File: config.mk
export PLATFORM = sky130hd
export DESIGN_NAME = serial_add_sub_flat
export DESIGN_NICKNAME = d
export VERILOG_FILES = /design/src/rtl/serial_add_sub_pkg.sv /design/src/rtl/serial_add_sub_if.sv /design/src/rtl/serial_add_sub_full_adder_cell.sv /design/src/rtl/serial_add_sub.sv /design/src/flat_wrapper.sv
export SDC_FILE = /design/constraint.sdc
export NUM_CORES = 1
export LEC_CHECK = 0
export ABC_AREA = 1
export CAP_MARGIN = 20
export CORE_ASPECT_RATIO = 0.8
export CORE_MARGIN = 2
export CORE_UTILIZATION = 52
export CTS_CLUSTER_DIAMETER = 100
export CTS_CLUSTER_SIZE = 8
export DETAILED_ROUTE_END_ITERATION = 8
export GPL_TIMING_DRIVEN = 0
export PLACE_DENSITY_LB_ADDON = 0.1
export SYNTH_ARGS = -nofsm -noshare
export SYNTH_HDL_FRONTEND = slang
export SYNTH_HIERARCHICAL = 1
export SYNTH_SLANG_ARGS = --single-unit
File: constraint.sdc
create_clock -name clk -period 1.7 [get_ports clk]
set_input_delay 0.425 -clock clk [delete_from_list [all_inputs] [get_ports clk]]
set_output_delay 0.425 -clock clk [all_outputs]
set_load 0.005 [all_outputs]
File: src/rtl/serial_add_sub_pkg.sv
// Shared types and helpers for the bit-serial adder/subtractor.
// Holds the FSM state encoding and the bit-counter width function.
package serial_add_pkg;

    typedef enum logic [1:0] {
        IDLE = 2'd0,
        RUN  = 2'd1,
        DONE = 2'd2
    } state_e;

    // Wide enough to count 0..width-1 without wrapping early.
    function automatic int cnt_width(input int width);
        return (width <= 2) ? 1 : $clog2(width);
    endfunction

endpackage

File: src/rtl/serial_add_sub_if.sv
// Start/busy/done handshake and operand/result bus of the serial adder/subtractor.
// The controller drives through master; the arithmetic block uses slave.
interface serial_add_sub_if #(
    parameter int WIDTH = 8
);
    logic             start;
    logic             sub;
    logic [WIDTH-1:0] a;
    logic [WIDTH-1:0] b;
    logic             cin;
    logic             busy;
    logic             done;
    logic [WIDTH-1:0] sum;
    logic             cout;
    logic             ovf;

    modport master (
        output start, sub, a, b, cin,
        input  busy, done, sum, cout, ovf
    );

    modport slave (
        input  start, sub, a, b, cin,
        output busy, done, sum, cout, ovf
    );
endinterface

File: src/rtl/serial_add_sub_full_adder_cell.sv
// One-bit full adder built from gate primitives.
// The serial datapath reuses this single cell for every bit position.
module full_adder_cell (
    output wire sum,
    output wire co,
    input  wire a,
    input  wire b,
    input  wire cin
);
    wire axb;
    wire gen;
    wire prop;

    xor u_x1 (axb, a, b);
    xor u_x2 (sum, axb, cin);
    and u_a1 (gen, a, b);
    and u_a2 (prop, axb, cin);
    or  u_o1 (co, gen, prop);
endmodule

File: src/rtl/serial_add_sub.sv
// Bit-serial WIDTH-bit adder/subtractor: one bit per clock through a single full adder.
// Subtraction is a + ~b + 1, so the B register is loaded inverted and the carry seeded with cin^sub.
module serial_add_sub
    import serial_add_pkg::*;
#(
    parameter int WIDTH = 8
) (
    input  logic          clk,
    input  logic          rst,
    serial_add_sub_if.slave bus
);
    localparam int            CW   = cnt_width(WIDTH);
    localparam logic [CW-1:0] LAST = CW'(WIDTH - 1);

    state_e           state_q, state_d;
    logic [CW-1:0]    cnt_q, cnt_d;
    logic             carry_q, carry_d;
    logic [WIDTH-1:0] a_sr_q, a_sr_d;
    logic [WIDTH-1:0] b_sr_q, b_sr_d;
    logic [WIDTH-1:0] res_q, res_d;
    logic [WIDTH-1:0] sum_q, sum_d;
    logic             cout_q, cout_d;
    logic             ovf_q, ovf_d;
    logic             busy_q, busy_d;
    logic             done_q, done_d;

    logic             fa_s;
    logic             fa_co;
    logic             accept;

    full_adder_cell u_fa (
        .sum (fa_s),
        .co  (fa_co),
        .a   (a_sr_q[0]),
        .b   (b_sr_q[0]),
        .cin (carry_q)
    );

    assign accept = bus.start && (state_q != RUN);

    always_comb begin
        state_d = state_q;
        cnt_d   = cnt_q;
        carry_d = carry_q;
        a_sr_d  = a_sr_q;
        b_sr_d  = b_sr_q;
        res_d   = res_q;
        sum_d   = sum_q;
        cout_d  = cout_q;
        ovf_d   = ovf_q;
        busy_d  = busy_q;
        done_d  = 1'b0;

        case (state_q)
            RUN: begin
                a_sr_d  = a_sr_q >> 1;
                b_sr_d  = b_sr_q >> 1;
                res_d   = {fa_s, res_q[WIDTH-1:1]};
                carry_d = fa_co;
                cnt_d   = cnt_q + CW'(1);
                if (cnt_q == LAST) begin
                    // carry_q still holds the carry into the MSB at this point
                    sum_d   = {fa_s, res_q[WIDTH-1:1]};
                    cout_d  = fa_co;
                    ovf_d   = carry_q ^ fa_co;
                    done_d  = 1'b1;
                    busy_d  = 1'b0;
                    state_d = DONE;
                end
            end
            default: begin
                if (accept) begin
                    a_sr_d  = bus.a;
                    b_sr_d  = bus.sub ? ~bus.b : bus.b;
                    carry_d = bus.cin ^ bus.sub;
                    cnt_d   = '0;
                    busy_d  = 1'b1;
                    state_d = RUN;
                end else if (state_q == DONE) begin
                    state_d = IDLE;
                end
            end
        endcase
    end

    always_ff @(posedge clk or posedge rst) begin
        if (rst) begin
            state_q <= IDLE;
            cnt_q   <= '0;
            carry_q <= 1'b0;
            a_sr_q  <= '0;
            b_sr_q  <= '0;
            res_q   <= '0;
            sum_q   <= '0;
            cout_q  <= 1'b0;
            ovf_q   <= 1'b0;
            busy_q  <= 1'b0;
            done_q  <= 1'b0;
        end else begin
            state_q <= state_d;
            cnt_q   <= cnt_d;
            carry_q <= carry_d;
            a_sr_q  <= a_sr_d;
            b_sr_q  <= b_sr_d;
            res_q   <= res_d;
            sum_q   <= sum_d;
            cout_q  <= cout_d;
            ovf_q   <= ovf_d;
            busy_q  <= busy_d;
            done_q  <= done_d;
        end
    end

    assign bus.busy = busy_q;
    assign bus.done = done_q;
    assign bus.sum  = sum_q;
    assign bus.cout = cout_q;
    assign bus.ovf  = ovf_q;

endmodule

File: src/flat_wrapper.sv
// flat-port wrapper written by rule: the top's interface ports become plain ports
module serial_add_sub_flat import serial_add_pkg::*;
#(
    parameter int WIDTH = 8
)
  (clk, rst, bus_start, bus_sub, bus_a, bus_b, bus_cin, bus_busy, bus_done, bus_sum, bus_cout, bus_ovf);
  serial_add_sub_if #(.WIDTH(WIDTH)) bus_i ();
  input  logic clk;
  input  logic rst;
  input wire logic [$bits(bus_i.start)-1:0] bus_start;
  input wire logic [$bits(bus_i.sub)-1:0] bus_sub;
  input wire logic [$bits(bus_i.a)-1:0] bus_a;
  input wire logic [$bits(bus_i.b)-1:0] bus_b;
  input wire logic [$bits(bus_i.cin)-1:0] bus_cin;
  output wire logic [$bits(bus_i.busy)-1:0] bus_busy;
  output wire logic [$bits(bus_i.done)-1:0] bus_done;
  output wire logic [$bits(bus_i.sum)-1:0] bus_sum;
  output wire logic [$bits(bus_i.cout)-1:0] bus_cout;
  output wire logic [$bits(bus_i.ovf)-1:0] bus_ovf;
  assign bus_i.start = bus_start;
  assign bus_i.sub = bus_sub;
  assign bus_i.a = bus_a;
  assign bus_i.b = bus_b;
  assign bus_i.cin = bus_cin;
  assign bus_busy = bus_i.busy;
  assign bus_done = bus_i.done;
  assign bus_sum = bus_i.sum;
  assign bus_cout = bus_i.cout;
  assign bus_ovf = bus_i.ovf;
  serial_add_sub #(.WIDTH(WIDTH)) u_core (.clk(clk), .rst(rst), .bus(bus_i));
endmodule
==> reports/results.ini, run 1 <==
[run_status]
status = completed

[cells_and_area]
fin_util_pct = 67.5
syn_to_final_growth_pct = 24.2
nets = 283
final_common_cell = nand2_1
layout-drive-gt1-share_pct = 8.88
mostFrequentLayoutCells = nand2_1, dfrtp_1, nand3_1
num_antenna_cells = 0

[place]
portBuffers = 31
finalWeightedCongestion = 0.766
hpwl_um = 2460

[floorplanning]
core-area_mm2 = 0.00345
die_y_um = 57.7
io_pins = 33
start_util_pct = 54.3
die_x_um = 71.1
dieArea_mm2 = 0.00410
std_cell_rows = 19

[grt]
overflow = 0
antenna_found_initial = 0
grt_max_degree = 42
grt_pass1_wl_um = 6300
grt_pass1_vias = 1418
grt_usage_pct = 19.9

[yosys]
synth_area_mm2 = 0.00187
yosys_warnings = 6
ys_seq_elements = 41
yosysSeqAreaShare_pct = 54.8
ys_types = 21
syn_nets = 245
synth_cells = 221
avgSynthCellArea_um2 = 8.48

[critical_path]
slowest_stage = clkdlybuf4s50_1
crit_chain = clkdlybuf4s50_1
rrSetupSlack_ns = 0.39
setup.worst_path.end_class = output port
worstSetupStartpointType = flop
crit_required_ns = 1.27
cpPeakStageDelay_ns = 0.51
critical_path_class = flop to output port
cp.arrival_ns = 1.15
cp_top_family = buffers and inverters
crit_path_max_fanout = 2
cp_num_buf_inv = 1

[timing]
tns_ns = 0
fin_crit_ns = 1.58
relSlewSlack_pct = 44.3
rsz0062_at_grt = no
fmax_mhz = 635
worstMarginPinSlew_ns = 0.834
fin_skew_ns = 0.00906
final_max_slew_viol_count = 0
setup_violations = 0
finalHoldViolCount = 0
fin_crit_sh_pct = 92.7

[power]
clkPwrFrac_pct = 16.4
power_switching_uw = 1480
pwr-share-seq_pct = 41.4
p_int_uw = 2420
power_density_mw_per_mm2 = 1680
power_leakage_uw = 0.00118
ir_drop_uv = 986
power_switching_share_pct = 38.0
p_comb_share_pct = 42.2

[run]
maxCapViolations = 0

[clock_network]
holdBufCountCts = 0
cts_max_path_buffers = 2
clk_latency_ns = 0.29
htree_levels = 2
cts_tree = built
cts_buffers = 5
clkTransAtPathRegs_ns = 0.08
ctsResizeCount = 0
clock-root-buffer = clkbuf_8
cts_setup_buffers = 0
cts.sinks = 41

[route]
wire_per_inst_um = 11.9
wl_um = 3580
vias = 1518
dr.pass1.iters = 4
drc = 0
drtIter0Drc = 84
drtAntennaViolNets = 0
routed_via_density = 5.04

[min_path]
worstHoldPathType = flop to flop

cells by family (layout without fill, tap and decap cells):
kind of cell	after synthesis	after routing	share of synthesized area, %
buffers and inverters	32	70	7.82
and+or+nand+nor	125	125	28.5
DFF	41	41	54.8
adders and majority gates	3	3	2.40
AOI/OAI and AO/OA	18	18	5.54
xor gates and xnor gates	2	2	0.935
sequential cells by signal, summed over array words and instances (netlist names):
name	count
u_core/a_sr_q	8
u_core/b_sr_q	8
u_core/bus.sum	8
u_core/res_q	7
u_core/cnt_q	3
u_core/state_q	2
u_core/bus.busy	1
u_core/bus.cout	1
u_core/bus.done	1
u_core/bus.ovf	1
u_core/carry_q	1
per-stage QoR:
| stage | hold slack, ns | total power (uW) | setup WS [ns] | cells | area (um2) |
|---|---|---|---|---|---|
| 2_1_floorplan | 0.442 | 2690 | 0.329 | 221 | 1870 |
| 3_3_place_gp | 0.462 | 3230 | -0.523 | 294 | 2240 |
| 3_5_place_dp | 0.468 | 3280 | -0.0373 | 294 | 2240 |
| 4_1_cts | 0.487 | 3940 | 0.109 | 301 | 2330 |
| 5_1_grt | 0.499 | 4220 | 0.0659 | 301 | 2330 |
| 6_report | 0.485 | 3900 | 0.125 | 301 | 2330 |
routing by layer:
layer  global-route usage [%]  vias to the layer above  routed length [um]  share of wire (%)
met5                        0                        -                   0                  0
met2                     32.2                       42                1650                 46
li1                         -                      774                   -                  -
met3                     4.87                        7                 210                5.9
met1                     26.8                      695                1670                 47
met4                     6.47                        0                  51                1.4
power groups by stage:
stage / registers [uW] / clock network [uW] / logic (uW)
floorplan: 1600 / 0 / 1080
global placement: 1620 / 0 / 1610
detailed placement: 1630 / 0 / 1650
CTS: 1620 / 657 / 1670
global route: 1660 / 693 / 1860
finish: 1620 / 639 / 1650
layout make-up:
type / count / area [um2]
Inverter: 22 / 83.8
Sequential cell: 41 / 1030
Tap cell: 42 / 52.6
Multi-Input combinational cell: 148 / 701
Fill cell: 301 / 1120
Clock inverter: 1 / 7.51
Clock buffer: 6 / 82.6
Buffer: 10 / 62.6
Timing Repair Buffer: 31 / 310
synth_stat cells (all sizes together):
cell type,n,share of area [%]
o31ai,1,0.40
nor2,3,1.5
dfrtp,41,55
inv,21,4.2
ha,2,1.3
fa,1,1.1
nand2,87,18
a21oi,1,0.87
nand3,35,9.4
clkinv,1,0.27
clkbuf,1,0.20
o21ai,16,4.3
xor2,2,0.94
buf,9,3.1
worst paths after layout:
kind | start | end | depth (start not counted)
hold / removal | u_core/bus.sum[0] | u_core/bus.sum[0] | 2
setup / recovery | u_core/bus.ovf | bus_ovf | 1
setup reg to reg | u_core/cnt_q[0] | u_core/bus.cout | 7
min in group asynchronous | rst | u_core/bus.sum[0] | 2
max in group asynchronous | rst | u_core/b_sr_q[6] | 2
hold reg to reg | u_core/bus.sum[0] | u_core/bus.sum[0] | 2
No activity file was read; power rests on OpenSTA's default activity.
==> inputs of run 2 (changes only) <==
--- a/config.mk
+++ b/config.mk
@@ -9,12 +9,13 @@
 export CAP_MARGIN = 20
 export CORE_ASPECT_RATIO = 0.8
 export CORE_MARGIN = 2
-export CORE_UTILIZATION = 52
+export CORE_UTILIZATION = 44
 export CTS_CLUSTER_DIAMETER = 100
 export CTS_CLUSTER_SIZE = 8
 export DETAILED_ROUTE_END_ITERATION = 8
 export GPL_TIMING_DRIVEN = 0
 export PLACE_DENSITY_LB_ADDON = 0.1
+export SKIP_CTS_REPAIR_TIMING = 1
 export SYNTH_ARGS = -nofsm -noshare
 export SYNTH_HDL_FRONTEND = slang
 export SYNTH_HIERARCHICAL = 1
==> run 2 against run 1 <==
  * Global-route usage is 3.4 points lower
  * Combinational power hardly changed
  * Register-to-register slack barely moved
  * Count of clock-buffer cells in the layout did not move
  * Critical path depth unchanged
  * Sequential power hardly changed
  * Worst setup slack better by 0.0049 ns
  * Cell count grew 5.0%
  * Sequential share of layout area is 0.35 points lower
  * Clock power about the same
  * Critical path type unchanged
  * Critical endpoint is now bus_sum[5]
==> reports/results.ini, run 2 (synthesis gave the netlist of run 1 again) <==
[floorplanning]
die_y_um = 62.4  ; +8.1%
die_x_um = 76.9  ; +8.2%
std_cell_rows = 21  ; +2
core-area_mm2 = 0.00413  ; +20%
dieArea_mm2 = 0.00480  ; +17%
io_pins = 33  ; unchanged
start_util_pct = 45.4  ; -8.9 points

[timing]
fin_crit_ns = 1.57  ; -0.00493 ns
fin_hold_ws_ns = 0.482  ; -0.00337 ns
fin_skew_ns = 0.00900  ; -0.0000613 ns
final_max_slew_viol_count = 0  ; unchanged
setup_violations = 0  ; unchanged
fin_crit_sh_pct = 92.4  ; -0.29 points
rsz0062_at_grt = no
worstMarginPinSlew_ns = 0.844  ; +0.00948 ns
relSlewSlack_pct = 43.7  ; -0.63 points
finalHoldViolCount = 0  ; unchanged
fmax_mhz = 637  ; +0.31%

[grt]
grt_pass1_wl_um = 6380  ; +1.2%
grt_usage_pct = 16.5  ; -3.4 points
grt_pass1_vias = 1357  ; -4.3%
overflow = 0  ; unchanged
antenna_found_initial = 0  ; unchanged
grt_max_degree = 42  ; unchanged

[critical_path]
r2r-start = u_core/cnt_q[0]
cp.arrival_ns = 1.15  ; about the same
crit_path_max_fanout = 2  ; unchanged
slowest_stage = clkdlybuf4s50_1
crit_chain = clkdlybuf4s50_1
cp_num_buf_inv = 1  ; unchanged
reg2regPathDepth = 6  ; -1
worstSetupStartpointType = flop
critical_path_class = flop to output port
startpoint = u_core/bus.sum[5]
cp_top_family = buffers and inverters
cpPeakStageDelay_ns = 0.50  ; about the same
rrSetupSlack_ns = 0.39  ; about the same
worstReg2RegEnd = u_core/state_q[0]
crit_required_ns = 1.27  ; about the same
setup.worst_path.end_class = output port

[cells_and_area]
mostFrequentLayoutCells = nand2_1, dfrtp_1, nand3_1
layout-drive-gt1-share_pct = 8.88  ; unchanged
num_antenna_cells = 0  ; unchanged
nFillCells = 420  ; +40%
fin_cells = 316  ; +5.0%
nets = 283  ; unchanged
final_common_cell = nand2_1
syn_to_final_growth_pct = 25.2

[power]
power_switching_uw = 1470  ; -0.97%
power_switching_share_pct = 37.8  ; -0.24 points
power_density_mw_per_mm2 = 1660  ; -1.2%
clkPwrFrac_pct = 16.5  ; about the same
power_leakage_uw = 0.00118  ; unchanged
p_comb_share_pct = 42.1  ; about the same
p_int_uw = 2420  ; about the same
pwr-share-seq_pct = 41.4  ; about the same
ir_drop_uv = 546  ; -45%

[route]
wl_um = 3560  ; -0.53%
drc = 0  ; unchanged
routed_via_density = 4.68  ; -7.2%
drtIter0Drc = 69  ; -18%
dr.pass1.iters = 4  ; unchanged
wire_per_inst_um = 11.3  ; -5.3%
vias = 1479  ; -2.6%
drtAntennaViolNets = 0  ; unchanged

[clock_network]
clock-root-buffer = clkbuf_8
cts.sinks = 41  ; unchanged
cts_tree = built
clk_latency_ns = 0.28  ; about the same
htree_levels = 2  ; unchanged
cts_max_path_buffers = 2  ; unchanged
clkTransAtPathRegs_ns = 0.08  ; about the same
cts_buffers = 5  ; unchanged

[run]
maxCapViolations = 0  ; unchanged

[min_path]
min_from = u_core/res_q[1]
worstHoldPathType = flop to flop
hold_depth = 2  ; unchanged
hold_end = u_core/bus.sum[0]

[run_status]
status = completed

[place]
portBuffers = 31  ; unchanged
finalWeightedCongestion = 0.747  ; -2.5%
hpwl_um = 2490  ; +1.4%
dpl.cell_count = 309  ; +5.1%

-- run 2: cell counts in the layout (fill, tap and decap cells not counted) --
Identical to the previous run, type by type.
-- run 2: worst max path at each step --
stage | to | slack [ns] | cells past startpoint
5_1_grt | bus_ovf | 0.07 | 1
2_1_floorplan | u_core/a_sr_q[0] | 0.33 | 1
4_1_cts | bus_sum[5] | 0.11 | 1
6_report | bus_sum[5] | 0.13 | 1
3_5_place_dp | u_core/b_sr_q[1] | -0.04 | 5
3_3_place_gp | u_core/b_sr_q[4] | -0.56 | 2
-- run 2: power by group through the flow --
stage / registers (uW) / logic (uW) / clock network [uW]
global route: 1660 / 1870 / 727
CTS: 1610 / 1680 / 664
finish: 1610 / 1640 / 640
detailed placement: 1630 / 1670 / 0
floorplan: 1600 / 1080 / 0
global placement: 1620 / 1640 / 0
-- run 2: area by class of cell --
class | instances | area, um2 | share of cell area, %
flip-flops and latches | 41 | 1030 | 43.8
multi-input cells | 148 | 701 | 29.9
repair buffers | 31 | 310 | 13.2
inverters | 22 | 83.8 | 3.58
clock buffers | 6 | 82.6 | 3.52
well taps | 57 | 71.3 | 3.04
plain buffers | 10 | 62.6 | 2.67
clock inverters | 1 | 7.51 | 0.320
-- run 2: stage by stage --
stage	setup WS [ns]	util, %	area, um2	setup TNS (ns)	power, uW
after floorplan	0.329	-	1870	0	2690
after global placement	-0.562	54.7	2250	-23.09	3260
after detailed placement	-0.0393	54.7	2250	-0.422	3300
after CTS	0.110	56.8	2340	0	3950
after global routing	0.0698	56.8	2340	0	4260
final	0.129	56.8	2340	0	3890
-- run 2: layer usage --
layer	share of wire [%]	GRT usage, %	routed length [um]
met1	51	24.3	1800
met2	44	24.5	1550
met3	4.7	3.63	169
met4	1.0	4.77	36
met5	0	0	0
==> inputs of run 3 (changes only) <==
--- a/config.mk
+++ b/config.mk
@@ -6,6 +6,7 @@
 export NUM_CORES = 1
 export LEC_CHECK = 0
 export ABC_AREA = 1
+export ABC_CLOCK_PERIOD_IN_PS = 1700
 export CAP_MARGIN = 20
 export CORE_ASPECT_RATIO = 0.8
 export CORE_MARGIN = 2
==> results of run 3 <==
Same layout as run 2: the final DEF is identical, and so are final timing and power.
